--- config.mk ---
export PLATFORM = sky130hd
export DESIGN_NAME = iommu_ddtc_ctrl
export DESIGN_NICKNAME = d
export VERILOG_FILES = /design/src/rtl/iommu_ddtc_ctrl.sv
export SDC_FILE = /design/constraint.sdc
export NUM_CORES = 1
export LEC_CHECK = 0
export BUFFER_PORTS_ARGS = -buffer_cell sky130_fd_sc_hd__buf_4
export CAP_MARGIN = 0
export CORE_AREA = 2 2 426 428
export CTS_BUF_LIST = sky130_fd_sc_hd__clkbuf_2
export DETAILED_ROUTE_END_ITERATION = 10
export DIE_AREA = 0 0 428 430
export PLACE_DENSITY = 0.37
export SYNTH_ARGS = -nofsm -noshare
export SYNTH_HDL_FRONTEND = slang
export SYNTH_SLANG_ARGS = --single-unit
--- constraint.sdc ---
create_clock -name clk_i -period 6.6 [get_ports clk_i]
set_input_delay 0.33 -clock clk_i [delete_from_list [all_inputs] [get_ports clk_i]]
set_output_delay 0.33 -clock clk_i [all_outputs]
set_load 0.02 [all_outputs]
--- src/rtl/iommu_ddtc_ctrl.sv ---
// Device-context resolution sequencer: probes the DDTC, walks a single-level DDT on a miss,
// fills the DDTC and answers the requester; also turns IODIR.INVAL_DDT commands into flush pulses.
module iommu_ddtc_ctrl #(
  parameter  int DC_WORDS = 4,
  parameter  int DID_BITS = 7,
  parameter  int PA_W     = 56,
  localparam int DC_W     = DC_WORDS * 64
) (
  input  logic              clk_i,
  input  logic              rst_ni,
  input  logic              req_valid_i,
  output logic              req_ready_o,
  input  logic [23:0]       req_did_i,
  output logic              resp_valid_o,
  input  logic              resp_ready_i,
  output logic [DC_W-1:0]   resp_dc_o,
  output logic              resp_fault_o,
  output logic [11:0]       resp_cause_o,
  input  logic              inval_valid_i,
  output logic              inval_ready_o,
  input  logic              inval_dv_i,
  input  logic [23:0]       inval_did_i,
  input  logic [PA_W-1:0]   ddt_base_i,
  output logic              flush_o,
  output logic              flush_dv_o,
  output logic [23:0]       flush_did_o,
  output logic              update_o,
  output logic [23:0]       up_did_o,
  output logic [DC_W-1:0]   up_content_o,
  output logic              lookup_o,
  output logic [23:0]       lu_did_o,
  input  logic              lu_hit_i,
  input  logic [DC_W-1:0]   lu_content_i,
  output logic              mem_ar_valid_o,
  input  logic              mem_ar_ready_i,
  output logic [PA_W-1:0]   mem_ar_addr_o,
  output logic [7:0]        mem_ar_len_o,
  input  logic              mem_r_valid_i,
  output logic              mem_r_ready_o,
  input  logic [63:0]       mem_r_data_i,
  input  logic              mem_r_last_i,
  input  logic              mem_r_err_i
);

  localparam int CNT_W = $clog2(DC_WORDS + 1);

  typedef enum logic [2:0] {IDLE, LOOKUP, AR, R, UPDATE, RESP} state_e;

  state_e             state_reg, state_next;
  logic [23:0]        did_reg, did_next;
  logic [CNT_W-1:0]   cnt_reg, cnt_next;
  logic               err_reg, err_next;
  logic               fault_reg, fault_next;
  logic [11:0]        cause_reg, cause_next;
  logic [63:0]        word_reg [DC_WORDS];
  logic [DC_W-1:0]    dc_flat;
  logic               did_ok, hit_load, beat_we, short_burst, v_bit;

  assign did_ok      = (did_reg[23:DID_BITS] == '0);
  assign hit_load    = (state_reg == LOOKUP) && did_ok && lu_hit_i;
  assign beat_we     = (state_reg == R) && mem_r_valid_i && (cnt_reg < CNT_W'(DC_WORDS));
  // Counted before this beat, so the closing beat itself brings the total to cnt_reg+1.
  assign short_burst = (cnt_reg < CNT_W'(DC_WORDS - 1));
  assign v_bit       = (cnt_reg == '0) ? mem_r_data_i[0] : word_reg[0][0];

  for (genvar gi = 0; gi < DC_WORDS; gi++) begin : g_word
    always_ff @(posedge clk_i or negedge rst_ni) begin
      if (!rst_ni) begin
        word_reg[gi] <= '0;
      end else if (hit_load) begin
        word_reg[gi] <= lu_content_i[gi*64 +: 64];
      end else if (beat_we && (cnt_reg == CNT_W'(gi))) begin
        word_reg[gi] <= mem_r_data_i;
      end
    end
    assign dc_flat[gi*64 +: 64] = word_reg[gi];
  end

  always_ff @(posedge clk_i or negedge rst_ni) begin
    if (!rst_ni) begin
      state_reg <= IDLE;
      did_reg   <= '0;
      cnt_reg   <= '0;
      err_reg   <= 1'b0;
      fault_reg <= 1'b0;
      cause_reg <= '0;
    end else begin
      state_reg <= state_next;
      did_reg   <= did_next;
      cnt_reg   <= cnt_next;
      err_reg   <= err_next;
      fault_reg <= fault_next;
      cause_reg <= cause_next;
    end
  end

  always_comb begin
    state_next     = state_reg;
    did_next       = did_reg;
    cnt_next       = cnt_reg;
    err_next       = err_reg;
    fault_next     = fault_reg;
    cause_next     = cause_reg;
    req_ready_o    = 1'b0;
    inval_ready_o  = 1'b0;
    flush_o        = 1'b0;
    lookup_o       = 1'b0;
    mem_ar_valid_o = 1'b0;
    mem_r_ready_o  = 1'b0;
    update_o       = 1'b0;
    resp_valid_o   = 1'b0;
    case (state_reg)
      IDLE: begin
        inval_ready_o = 1'b1;
        req_ready_o   = !inval_valid_i;
        if (inval_valid_i) begin
          flush_o = 1'b1;
        end else if (req_valid_i) begin
          did_next   = req_did_i;
          fault_next = 1'b0;
          cause_next = '0;
          state_next = LOOKUP;
        end
      end
      LOOKUP: begin
        lookup_o = 1'b1;
        if (!did_ok) begin
          fault_next = 1'b1;
          cause_next = 12'd258;
          state_next = RESP;
        end else if (lu_hit_i) begin
          state_next = RESP;
        end else begin
          state_next = AR;
        end
      end
      AR: begin
        mem_ar_valid_o = 1'b1;
        if (mem_ar_ready_i) begin
          cnt_next   = '0;
          err_next   = 1'b0;
          state_next = R;
        end
      end
      R: begin
        mem_r_ready_o = 1'b1;
        if (mem_r_valid_i) begin
          if (beat_we) cnt_next = cnt_reg + 1'b1;
          err_next = err_reg | mem_r_err_i;
          if (mem_r_last_i) begin
            if (err_reg || mem_r_err_i || short_burst) begin
              fault_next = 1'b1;
              cause_next = 12'd257;
              state_next = RESP;
            end else if (!v_bit) begin
              fault_next = 1'b1;
              cause_next = 12'd258;
              state_next = RESP;
            end else begin
              state_next = UPDATE;
            end
          end
        end
      end
      UPDATE: begin
        update_o   = 1'b1;
        state_next = RESP;
      end
      RESP: begin
        resp_valid_o = 1'b1;
        if (resp_ready_i) state_next = IDLE;
      end
      default: state_next = IDLE;
    endcase
  end

  assign flush_dv_o    = flush_o & inval_dv_i;
  assign flush_did_o   = flush_o ? inval_did_i : '0;
  assign lu_did_o      = did_reg;
  assign up_did_o      = did_reg;
  assign up_content_o  = dc_flat;
  assign mem_ar_addr_o = ddt_base_i + PA_W'(did_reg[DID_BITS-1:0]) * PA_W'(DC_WORDS * 8);
  assign mem_ar_len_o  = 8'(DC_WORDS - 1);
  assign resp_dc_o     = fault_reg ? '0 : dc_flat;
  assign resp_fault_o  = fault_reg;
  assign resp_cause_o  = cause_reg;

endmodule

==> impl_results.md, run 1 <==
- Share of the synthesized area in the top cell type: 0.418
- Warnings, synthesis: 0
- CTS Hold Buffers Added: 1053
- Synth Area in Compound Gates: 0.0978
- Buffers added on ports: 1077
- Synthesized-area fraction occupied by adder cells: 0.00981
- Clk sink count: 290
- Error that stopped the run: [ERROR RSZ-0060] Max buffer count reached.
- Overall die height: 430 um
- RePlAce Congestion: 0.871
- Setup Buffers After CTS: 0
- Number of top-level design ports: 1105
- Biggest area contributors in the synthesized netlist: sky130_fd_sc_hd__dfrtp_1 42%, sky130_fd_sc_hd__mux2i_1 15%, sky130_fd_sc_hd__nor2b_1 9.3%, sky130_fd_sc_hd__a21oi_1 6.5%, sky130_fd_sc_hd__nor2_1 5.3%
- Seq cells post-synth: 290
- Number of distinct library cells after synthesis: 56
- Standard-cell rows: 156
- Number of gates resized after CTS: 0
- Post-synth ARST share: 1.00
- Sequential area share after synthesis: 0.418
- Number of synthesized flops with an enable pin: 0
- Largest area contributor in the netlist: sky130_fd_sc_hd__dfrtp_1
- Root buf cell: sky130_fd_sc_hd__clkbuf_2
- Post-synthesis mux area share: 0.164
- Overall die width: 428 um
- Number of clock buffers inserted by TritonCTS: 98
- Outcome: stopped before the end
- Effective utilization at floorplan: 0.0965
- Post-synthesis average cell area: 9.69 sq um
- Maximum root-to-sink buffer count: 3
- Number of instances in the synthesized netlist: 1791
- HPWL after DPL: 104 mm
- Post-synthesis simple-gate area fraction: 0.210
- Dominant combinational cell family by area after synthesis: simple AND/OR/NAND/NOR gates
- Fail Step: 4_1_cts
- Leading register cell type out of synthesis: sky130_fd_sc_hd__dfrtp_1
- Synth top cells by count: 290 x sky130_fd_sc_hd__dfrtp_1, 259 x sky130_fd_sc_hd__nor2b_1, 257 x sky130_fd_sc_hd__mux2i_1, 244 x sky130_fd_sc_hd__nor2_1, 225 x sky130_fd_sc_hd__a21oi_1
- Most repeated cell in the gate-level netlist after synthesis: sky130_fd_sc_hd__dfrtp_1
- XOR/XNOR share of the synthesized area: 0.0247
- Area of the mapped netlist: 17400 sq um
- H-Tree Level Count: 3
-- cells by family after synthesis --
logic type | after synthesis
compound gates | 296
xor+xnor | 49
other cells | 2
simple gates | 673
fa+ha+maj | 13
mux | 282
flops | 290
buf+inv | 186
-- metrics by stage --
| step | util | setup slack, ns | instances | instance area, sq um | hold slack (ns) |
|---|---|---|---|---|---|
| 3_3_place_gp | 0.153 | 3.24 | 5101 | 27500 | 0.328 |
| 2_1_floorplan | - | 3.87 | 1806 | 17400 | 0.0344 |
| 3_5_place_dp | 0.153 | 3.22 | 5101 | 27500 | 0.323 |
==> run 2: changes to the inputs <==
--- a/config.mk
+++ b/config.mk
@@ -7,11 +7,10 @@
 export LEC_CHECK = 0
 export BUFFER_PORTS_ARGS = -buffer_cell sky130_fd_sc_hd__buf_4
 export CAP_MARGIN = 0
-export CORE_AREA = 2 2 426 428
-export CTS_BUF_LIST = sky130_fd_sc_hd__clkbuf_2
+export CORE_AREA = 2 2 427 429
 export DETAILED_ROUTE_END_ITERATION = 10
-export DIE_AREA = 0 0 428 430
-export PLACE_DENSITY = 0.37
+export DIE_AREA = 0 0 429 431
+export PLACE_DENSITY_LB_ADDON = 0.15
 export SYNTH_ARGS = -nofsm -noshare
 export SYNTH_HDL_FRONTEND = slang
 export SYNTH_SLANG_ARGS = --single-unit
==> impl_results.md, run 2 <==
- Area growth from synthesis to layout: 86.1%
- Critical setup path kind: flip-flop to output port
- Clk sink count: 290
- CORE AREA: 180000 sq um
- Post-synthesis average cell area: 9.69 sq um
- Share of the synthesized area in the top cell type: 0.418
- Overall track demand over capacity in global routing: 0.126
- Data required time of the worst path: 6.27 ns
- XOR/XNOR share of the synthesized area: 0.0247
- Biggest area contributors in the synthesized netlist: sky130_fd_sc_hd__dfrtp_1 42%, sky130_fd_sc_hd__mux2i_1 15%, sky130_fd_sc_hd__nor2b_1 9.3%, sky130_fd_sc_hd__a21oi_1 6.5%, sky130_fd_sc_hd__nor2_1 5.3%
- Flop-to-flop setup slack: 2.67 ns
- Transition time at the pin with the least slew margin: 1.15 ns
- Share of cells above drive strength 1: 0.406
- Path type of the worst min-delay path: input pin to flip-flop
- Insertion delay of the later-clocked pin in the worst-skew pair: 0.62 ns
- Number of distinct library cells after synthesis: 56
- Drt first pass iters: 5
- DRC violation count after routing: 0
- Cell count after placement: 5099
- Hold Violations, Final: 0
- Number of clock buffers inserted by TritonCTS: 45
- Synth Area in Compound Gates: 0.0978
- Seq cells post-synth: 290
- Maximum vdd ir drop: 0.146 mV
- Arrival time worst endpoint: 3.69 ns
- Maximum clock frequency: 0.249 GHz
- Final total negative setup slack: 0 ns
- Dominant combinational cell family by area after synthesis: simple AND/OR/NAND/NOR gates
- Sequential area share after synthesis: 0.418
- Count of vias placed by the detailed router: 18400
- Wire per inst: 22.1 um
- Slowest cell on crit path: sky130_fd_sc_hd__o211ai_1
- Number of antenna violations at the first check in global routing: 11
- H-Tree Level Count: 2
- Outcome: complete, no violations
- Maximum number of pins on one net before global-route repair: 207
- Commonest cells after routing, fill and taps aside: 1088 x sky130_fd_sc_hd__buf_4, 337 x sky130_fd_sc_hd__dlygate4sd3_1, 289 x sky130_fd_sc_hd__dfrtp_1
- Post-synth ARST share: 1.00
- Max-slew violation count: 0
- Number of top-level design ports: 1105
- Number of standard cells in the final layout excluding fillers: 5521
- Total Routed Length: 122 mm
- Leading register cell type out of synthesis: sky130_fd_sc_hd__dfrtp_1
- Clock-pin slew of the registers on the worst-case setup and hold paths: 0.06 ns
- Final setup skew: 0.0295 ns
- Tmin final: 4.02 ns
- Worst slew margin relative to its limit: 0.230
- Overall die width: 429 um
- Final antenna-violating net count: 0
- Most repeated cell in the gate-level netlist after synthesis: sky130_fd_sc_hd__dfrtp_1
- RSZ-0062 raised after global routing: false
- # nets final: 3561
- HPWL after DPL: 97.5 mm
- Effective utilization at floorplan: 0.0963
- Lkg Pwr: 16.5 nW
- Largest area contributor in the netlist: sky130_fd_sc_hd__dfrtp_1
- Max-cap violations: 0
- TritonCTS clock tree: done
- Area of the mapped netlist: 17400 sq um
- Root buf cell: sky130_fd_sc_hd__clkbuf_16
- Nature of the critical path startpoint: flip-flop
- Number of instances in the synthesized netlist: 1791
- Number of flip-flops in the largest register: 256
- Die Outline Area: 185000 sq um
- RePlAce Congestion: 0.839
- Synth top cells by count: 290 x sky130_fd_sc_hd__dfrtp_1, 259 x sky130_fd_sc_hd__nor2b_1, 257 x sky130_fd_sc_hd__mux2i_1, 244 x sky130_fd_sc_hd__nor2_1, 225 x sky130_fd_sc_hd__a21oi_1
- Setup crit end kind: output port
- Maximum single-stage delay on the critical path: 0.96 ns
- Startpoint of the most critical hold path: mem_r_data_i[56]
- Crit Path Max Fanout: 9
- Synthesized-area fraction occupied by adder cells: 0.00981
- Warnings, synthesis: 0
- Post-synthesis mux area share: 0.164
- Leading cell type in the layout, fill and taps excluded: sky130_fd_sc_hd__buf_4
- Drt initial violations: 856
- Wire length of the first global-routing pass: 164 mm
- Vias in the first global route: 19300
- Maximum root-to-sink buffer count: 3
- Total power draw: 12.9 mW
- Overall die height: 431 um
- Crit share post-route: 0.610
- Crit path from: lu_did_o[1]
- Setup-failing EPs final: 0
- Cell Pwr Density: 398 nW/um^2
- Reg-to-reg startpoint: lu_did_o[8]
- Post-synthesis simple-gate area fraction: 0.210
- Vias/cell: 3.33
- Standard-cell rows: 156
- Number of synthesized flops with an enable pin: 0
- Cells along the critical path: ha_1, a211oi_1, o21ai_0, o211ai_1, nor3_1, xor2_1, buf_4
- Buffers added on ports: 1077
- Setup Buffers After CTS: 0
- Global-route congestion overflow total: 0
==> run 2: cell counts after synthesis <==
Identical to the previous run, type by type.
==> run 2: cell type report <==
cell class                 count  area (sq um)
fill                       20400        148000
timing repair buffer        1432         11700
tap                         2370          2970
multi-input combinational   1330          8890
sequential                   290          7260
antenna                        5          12.5
clock inverter                 8           101
clock buffer                  72          1340
inverter                      14          52.6
==> run 2: metal layers <==
| metal | wire length (um) | vias up | track usage | part of all wire |
|---|---|---|---|---|
| li1 | - | 8672 | - | - |
| met1 | 48900 | 8985 | 0.147 | 0.40 |
| met2 | 61500 | 575 | 0.222 | 0.50 |
| met3 | 8460 | 126 | 0.0393 | 0.069 |
| met4 | 2980 | 2 | 0.0335 | 0.024 |
| met5 | 13 | - | 0 | 0.00011 |
==> run 2: repair_timing <==
action                                 CTS  global route
endpoints found under the hold margin  357             0
hold buffers                           337             0
gates resized for setup                  0             0
==> run 2: where the power goes <==
group          internal, mW  total [mW]  switching (mW)  leakage [nW]
registers              2.65        4.00            1.35          3.79
logic                  2.93        6.40            3.47          12.1
clock network          1.43        2.44            1.02         0.687
==> run 2: worst paths after layout <==
kind / to / depth (start not counted)
max: mem_ar_addr_o[34] / 7
min: up_content_o[248] / 3
max reg2reg: up_content_o[238] / 8
min reg2reg: resp_cause_o[0] / 2
max in group asynchronous: up_content_o[219] / 3
min in group asynchronous: up_content_o[241] / 2
==> run 2: logic make-up (layout without fill, tap and decap cells) <==
group,count (synthesis),count (layout)
other,2,22
DFF,290,290
muxes,282,282
AOI/OAI and AO/OA,296,296
xor gates and xnor gates,49,49
buffers and inverters,186,1526
adders and majority gates,13,13
and+or+nand+nor,673,673
==> run 2: through the flow <==
step           cell area [sq um]  utilization  worst slack (ns)  hold slack (ns)
6_report                   32300        0.179              2.58           0.0683
5_1_grt                    32300        0.179              2.36           0.0338
4_1_cts                    32300        0.179              2.58        0.0000250
3_5_place_dp               27500        0.153              3.18            0.433
3_3_place_gp               27500        0.153              3.20            0.437
2_1_floorplan              17400            -              3.87           0.0344
==> run 2: worst max-delay path, delay by kind of cell, from the launching register on <==
| kind | cells | cell delay, ns |
|---|---|---|
| AO/OA/AOI/OAI | 3 | 1.60 |
| XOR/XNOR | 1 | 0.34 |
| adder cells (fa/ha/maj) | 1 | 0.32 |
| buffers and inverters | 1 | 0.22 |
| flip-flops | 1 | 0.44 |
| AND/OR/NAND/NOR | 1 | 0.18 |
Note: power is estimated with default switching activity, not from simulation.
